## config.mk

```make
export PLATFORM = sky130hd
export DESIGN_NAME = sklansky_subtractor_pipe_flat
export DESIGN_NICKNAME = d
export VERILOG_FILES = /design/src/rtl/sklansky_subtractor_pipe_if.sv /design/src/rtl/sklansky_subtractor_pipe.sv /design/src/flat_wrapper.sv
export SDC_FILE = /design/constraint.sdc
export NUM_CORES = 1
export LEC_CHECK = 0
export ABC_AREA = 1
export CAP_MARGIN = 20
export CORE_MARGIN = 5
export CORE_UTILIZATION = 49
export DETAILED_ROUTE_END_ITERATION = 8
export GPL_TIMING_DRIVEN = 0
export PLACE_DENSITY = 0.78
export SYNTH_ARGS = -nofsm -noshare
export SYNTH_HDL_FRONTEND = slang
export SYNTH_SLANG_ARGS = --single-unit
```

## constraint.sdc

```tcl
create_clock -name clock -period 1.6 [get_ports clock]
set_clock_uncertainty 0.05 [all_clocks]
set_input_delay 0.32 -clock clock [delete_from_list [all_inputs] [get_ports clock]]
set_output_delay 0.32 -clock clock [all_outputs]
set_load 0.05 [all_outputs]
```

## src/rtl/sklansky_subtractor_pipe_if.sv

```systemverilog
// Operand/result handshake bundle for the pipelined Sklansky subtractor.
interface sklansky_subtractor_pipe_if #(
  parameter int WIDTH = 8
);
  logic             in_valid;
  logic             in_ready;
  logic [WIDTH-1:0] a;
  logic [WIDTH-1:0] b;
  logic             out_valid;
  logic             out_ready;
  logic [WIDTH-1:0] diff;
  logic             borrow;
  logic             zero;
  logic             neg;
  logic             ovf;

  // Subtractor side
  modport slave (
    input  in_valid, a, b, out_ready,
    output in_ready, out_valid, diff, borrow, zero, neg, ovf
  );

  // Operand source / result sink side
  modport master (
    output in_valid, a, b, out_ready,
    input  in_ready, out_valid, diff, borrow, zero, neg, ovf
  );
endinterface

```

## src/rtl/sklansky_subtractor_pipe.sv

```systemverilog
// Two-stage Sklansky prefix subtractor: diff = a + ~b + 1.
// The carry-in is folded in as an extra prefix position 0 (g=1, p=0), so
// position j of the prefix tree carries the group term for bits j-1..-1.
// Stage 1 evaluates the first ceil(L/2) prefix levels, stage 2 the rest.
module sklansky_subtractor_pipe #(
  parameter int WIDTH = 8
) (
  input  logic                        clock,
  input  logic                        reset_n,
  input  logic                        enable,
  sklansky_subtractor_pipe_if.slave   bus
);
  localparam int N  = WIDTH + 1;          // prefix positions incl. carry-in
  localparam int L  = $clog2(WIDTH) + 1;  // prefix depth
  localparam int S1 = (L + 1) / 2;        // levels resolved in stage 1
  localparam int NB = $clog2(N);

  logic [2:1]       r_vld_pipe;           // [1] stage-1 valid, [2] out_valid
  logic [N-1:0]     r_g1, r_p1;
  logic [WIDTH-1:0] r_praw;
  logic [WIDTH-1:0] r_diff;
  logic             r_borrow, r_zero, r_neg, r_ovf;

  logic [N-1:0]     w_g1, w_p1, w_gt1, w_pt1;
  logic [N-1:0]     w_g2, w_p2, w_gt2, w_pt2;
  logic [WIDTH-1:0] w_diff;
  logic             w_s2_free, w_s1_free, w_in_ready;
  logic             w_accept, w_s1_move, w_out_fire;

  // Handshake: in_ready never looks at in_valid; enable gates every advance.
  assign w_s2_free  = !r_vld_pipe[2] || bus.out_ready;
  assign w_s1_free  = !r_vld_pipe[1] || w_s2_free;
  assign w_in_ready = enable && reset_n && w_s1_free;
  assign w_accept   = bus.in_valid && w_in_ready;
  assign w_s1_move  = enable && r_vld_pipe[1] && w_s2_free;
  assign w_out_fire = enable && r_vld_pipe[2] && bus.out_ready;

  // Stage-1 prefix levels 0..S1-1 on a + ~b with carry-in at position 0.
  always_comb begin
    w_g1  = {bus.a & ~bus.b, 1'b1};
    w_p1  = {bus.a ^ ~bus.b, 1'b0};
    w_gt1 = w_g1;
    w_pt1 = w_p1;
    for (int lv = 0; lv < S1; lv++) begin
      w_gt1 = w_g1;
      w_pt1 = w_p1;
      for (int j = 0; j < N; j++) begin
        if (((j >> lv) & 1) == 1) begin
          w_gt1[j] = w_g1[j] | (w_p1[j] & w_g1[NB'(((j >> lv) << lv) - 1)]);
          w_pt1[j] = w_p1[j] & w_p1[NB'(((j >> lv) << lv) - 1)];
        end
      end
      w_g1 = w_gt1;
      w_p1 = w_pt1;
    end
  end

  // Stage-2 prefix levels S1..L-1 finish the carries from the registered terms.
  always_comb begin
    w_g2  = r_g1;
    w_p2  = r_p1;
    w_gt2 = w_g2;
    w_pt2 = w_p2;
    for (int lv = S1; lv < L; lv++) begin
      w_gt2 = w_g2;
      w_pt2 = w_p2;
      for (int j = 0; j < N; j++) begin
        if (((j >> lv) & 1) == 1) begin
          w_gt2[j] = w_g2[j] | (w_p2[j] & w_g2[NB'(((j >> lv) << lv) - 1)]);
          w_pt2[j] = w_p2[j] & w_p2[NB'(((j >> lv) << lv) - 1)];
        end
      end
      w_g2 = w_gt2;
      w_p2 = w_pt2;
    end
  end

  // Position i of the finished tree is the carry into bit i.
  assign w_diff = r_praw ^ w_g2[WIDTH-1:0];

  // Valid tracking; reload wins over drain so a fire+advance keeps valid high.
  always_ff @(posedge clock) begin
    if (!reset_n) begin
      r_vld_pipe <= '0;
    end else begin
      if (w_accept)       r_vld_pipe[1] <= 1'b1;
      else if (w_s1_move) r_vld_pipe[1] <= 1'b0;
      if (w_s1_move)       r_vld_pipe[2] <= 1'b1;
      else if (w_out_fire) r_vld_pipe[2] <= 1'b0;
    end
  end

  // Stage-1 data: partial group terms plus raw propagate for the sum XOR.
  always_ff @(posedge clock) begin
    if (!reset_n) begin
      r_g1   <= '0;
      r_p1   <= '0;
      r_praw <= '0;
    end else if (w_accept) begin
      r_g1   <= w_g1;
      r_p1   <= w_p1;
      r_praw <= bus.a ^ ~bus.b;
    end
  end

  // Stage-2 result and flags; overflow is carry-into-MSB xor carry-out.
  always_ff @(posedge clock) begin
    if (!reset_n) begin
      r_diff   <= '0;
      r_borrow <= 1'b0;
      r_zero   <= 1'b0;
      r_neg    <= 1'b0;
      r_ovf    <= 1'b0;
    end else if (w_s1_move) begin
      r_diff   <= w_diff;
      r_borrow <= ~w_g2[WIDTH];
      r_zero   <= ~|w_diff;
      r_neg    <= w_diff[WIDTH-1];
      r_ovf    <= w_g2[WIDTH-1] ^ w_g2[WIDTH];
    end
  end

  assign bus.in_ready  = w_in_ready;
  assign bus.out_valid = r_vld_pipe[2];
  assign bus.diff      = r_diff;
  assign bus.borrow    = r_borrow;
  assign bus.zero      = r_zero;
  assign bus.neg       = r_neg;
  assign bus.ovf       = r_ovf;
endmodule

```

## src/flat_wrapper.sv

```systemverilog
// flat-port wrapper written by rule: the top's interface ports become plain ports
module sklansky_subtractor_pipe_flat 
#(
  parameter int WIDTH = 8
)
  (clock, reset_n, enable, bus_in_valid, bus_a, bus_b, bus_out_ready, bus_in_ready, bus_out_valid, bus_diff, bus_borrow, bus_zero, bus_neg, bus_ovf);
  sklansky_subtractor_pipe_if #(.WIDTH(WIDTH)) bus_i ();
  input  logic clock;
  input  logic reset_n;
  input  logic enable;
  input wire logic [$bits(bus_i.in_valid)-1:0] bus_in_valid;
  input wire logic [$bits(bus_i.a)-1:0] bus_a;
  input wire logic [$bits(bus_i.b)-1:0] bus_b;
  input wire logic [$bits(bus_i.out_ready)-1:0] bus_out_ready;
  output wire logic [$bits(bus_i.in_ready)-1:0] bus_in_ready;
  output wire logic [$bits(bus_i.out_valid)-1:0] bus_out_valid;
  output wire logic [$bits(bus_i.diff)-1:0] bus_diff;
  output wire logic [$bits(bus_i.borrow)-1:0] bus_borrow;
  output wire logic [$bits(bus_i.zero)-1:0] bus_zero;
  output wire logic [$bits(bus_i.neg)-1:0] bus_neg;
  output wire logic [$bits(bus_i.ovf)-1:0] bus_ovf;
  assign bus_i.in_valid = bus_in_valid;
  assign bus_i.a = bus_a;
  assign bus_i.b = bus_b;
  assign bus_i.out_ready = bus_out_ready;
  assign bus_in_ready = bus_i.in_ready;
  assign bus_out_valid = bus_i.out_valid;
  assign bus_diff = bus_i.diff;
  assign bus_borrow = bus_i.borrow;
  assign bus_zero = bus_i.zero;
  assign bus_neg = bus_i.neg;
  assign bus_ovf = bus_i.ovf;
  sklansky_subtractor_pipe #(.WIDTH(WIDTH)) u_core (.clock(clock), .reset_n(reset_n), .enable(enable), .bus(bus_i));
endmodule
```

==> flow_metrics.tcl <==
set metrics [dict create \
    hp-start "bus_out_ready" \
    fmax_ghz 0.6461 \
    rsz0062_at_grt "yes" \
    n_fill_cell 284 \
    ys_ff_latch 33 \
    r2r_start "u_core.r_g1[3]" \
    wl_per_cell_um 11.99 \
    postSynthAreaPerCell_um2 7.878 \
    cts_root_buf "clkbuf_4" \
    fin_crit_ns 1.548 \
    leakage_nw 0.9554 \
    synth_nets 230 \
    busiest_layer "met2" \
    vdd_drop_max_v 0.0005563 \
    dp_hpwl_um 2657 \
    crit_type "reg -> out" \
    slew_violations 0 \
    die-area_mm2 0.004431 \
    hold_viol_final 0 \
    regArea_um2 661.9 \
    hp-class "in -> reg" \
    synth_edf_count 0 \
    row_count 20 \
    clockBufferDepth 2 \
    crit_path_end_kind "output port" \
    yosys_warnings 0 \
    finalWeightedCongestion 0.8253 \
    setup_viol 0 \
    slowest_delay_ns 0.50 \
    use_met2_pct 28.09 \
    vias 1421 \
    synthArstFlopShare_pct 0 \
    crit_family "buffers and inverters" \
    use_met1_pct 20.60 \
    cap_viol_max_count 0 \
    yosysSeqAreaShare_pct 42.14 \
    antenna_found_initial 0 \
    synth_ff_type "dfxtp_1" \
    cts_sinks 33 \
    core_mm2 0.003053 \
    path_clk_slew_ns 0.10 \
    netlist_instances 199 \
    post_cts_buffers 0 \
    crit_start "u_core.bus.zero" \
    syn_to_final_growth_pct 29.77 \
    multi_input_area_um2 743.2 \
    slew_headroom_pct 67.57 \
    drt-initial-drc-count 50 \
    cts_hold_buf 0 \
    ys_types 25 \
    pin_count 35 \
    grtUsageMet3_pct 4.047 \
    grt.total_usage_pct 16.94 \
    cts_tree "built" \
    cts-buffers-inserted 5 \
    grt_max_degree 11 \
    drive_gt1_share_pct 15.35 \
    drt-total-wl_um 3416 \
    overflow 0 \
    crit_path_start_kind "register" \
    status "completed" \
    worst_pin_slew_ns 0.4884 \
    grt_pass1_vias 1264 \
    crit_arrival_ns 1.18 \
    crit_buf_inv 1 \
    utilization_pct 66.64 \
    grt_pass1_wl_um 5651 \
    syn_area_mm2 0.001568 \
    dr.pass1.iters 4 \
    nets 271 \
    period_share_pct 96.74 \
    htreeDepth 2 \
    finalSetupTns_ns 0 \
    initial_core_util_pct 51.35 \
    antenna_cells 0 \
    via_per_inst 4.986 \
    postRouteAntennaNets 0 \
    crit_chain "clkdlybuf4s15_1" \
    portBuffers 34 \
    cp_slowest_cell "clkdlybuf4s15_1" \
    cellPowerDensity_mw_per_mm2 906.5 \
    drcViolationCount 0 \
    clkLatencyLatePin_ns 0.33 \
    die_h_um 66.57 \
    cp.required_ns 1.23 \
    fp.dieW_um 66.57 \
    cp_max_fo 2 \
]
[synthesized netlist by cell type, types with 3 or more instances]
| cell type | count | area [um^2] |
|---|---|---|
| a21oi_2 | 4 | 35.03 |
| a21o_1 | 3 | 22.52 |
| o21ai_1 | 5 | 25.02 |
| inv_1 | 25 | 93.84 |
| ha_1 | 10 | 125.1 |
| buf_6 | 3 | 33.78 |
| nand2_1 | 28 | 105.1 |
| a31oi_1 | 4 | 25.02 |
| a21oi_1 | 17 | 85.08 |
| nor2_1 | 26 | 97.59 |
| nand3_1 | 6 | 30.03 |
| o21ai_2 | 3 | 26.28 |
| dfxtp_1 | 33 | 660.6 |
| o21ai_0 | 18 | 90.09 |
[power breakdown]
group / total [W] / internal (W) / switching, W / leakage, nW
combinational: 0.000317 / 0.000133 / 0.000184 / 0.641
clock: 0.000648 / 0.000373 / 0.000274 / 0.0455
sequential: 0.000879 / 0.000858 / 0.0000213 / 0.269
[cells by family (layout without fill, tap and decap cells)]
| group | Yosys count | count (layout) | synth area share [%] |
|---|---|---|---|
| xor+xnor | 2 | 2 | 1.118 |
| simple gates | 63 | 63 | 17.32 |
| compound gates | 56 | 56 | 20.83 |
| fa+ha+maj | 10 | 10 | 7.981 |
| flops | 33 | 33 | 42.14 |
| buf+inv | 35 | 77 | 10.61 |
[metal layers]
metal  wire length (um)  up-vias  part of all wire [%]
met5                  0        -                     0
met4                 75        0                   2.2
met3                172        7                   5.0
met2               1683       38                    49
met1               1483      636                    43
li1                   -      740                     -
[what timing repair did]
action                     4_1_cts  5_1_grt
pin swaps                        0        1
setup endpoints to repair       14       14
cloned                           0        0
gates resized for setup         25       22
[placed cells by master, fill, tap and decap left out, drive strengths merged, types with 4 or more instances in the layout]
| cell type | n |
|---|---|
| nand2 | 29 |
| clkdlybuf4s50 | 18 |
| nor2 | 27 |
| nand3 | 6 |
| dfxtp | 33 |
| inv | 26 |
| o21ai | 26 |
| clkdlybuf4s15 | 7 |
| a21oi | 21 |
| ha | 10 |
| buf | 8 |
| a31oi | 4 |
| clkbuf | 13 |
[path summary, 6_finish.rpt]
| path | endpoint | slack [ns] | cells after the start |
|---|---|---|---|
| setup / recovery | bus_zero | 0.05 | 1 |
| hold / removal | u_core.r_vld_pipe[2] | 0.26 | 4 |
| setup reg to reg | u_core.bus.zero | 0.09 | 7 |
| hold reg to reg | u_core.r_p1[5] | 0.40 | 2 |
[final cells by class]
| class | count | share of cell area, % |
|---|---|---|
| multi-input combinational | 131 | 36.53 |
| sequential | 33 | 32.53 |
| timing repair buffer | 34 | 15.87 |
| inverter | 27 | 5.105 |
| buffer | 8 | 3.075 |
| clock buffer | 7 | 2.706 |
| tap | 44 | 2.706 |
| clock inverter | 1 | 1.476 |
[through the flow]
step	cells	hold slack [ns]	total power, W	cell area [um^2]	setup WS (ns)
floorplan	199	0.3756	0.001102	1568	0.1034
global placement	277	0.3849	0.001214	1963	-0.6218
detailed placement	277	0.3876	0.001221	1963	-0.6237
CTS	285	0.4009	0.001857	2039	-0.009032
global route	285	0.2684	0.001941	2034	-0.01986
finish	285	0.2552	0.001844	2034	0.05223
[flip-flops by register name, indices dropped and copies added (netlist names)]
register           cells
u_core.bus.borrow      1
u_core.bus.diff        8
u_core.bus.ovf         1
u_core.bus.zero        1
u_core.r_g1            9
u_core.r_p1            3
u_core.r_praw          8
u_core.r_vld_pipe      2
Power figures use the tool's default switching activity.
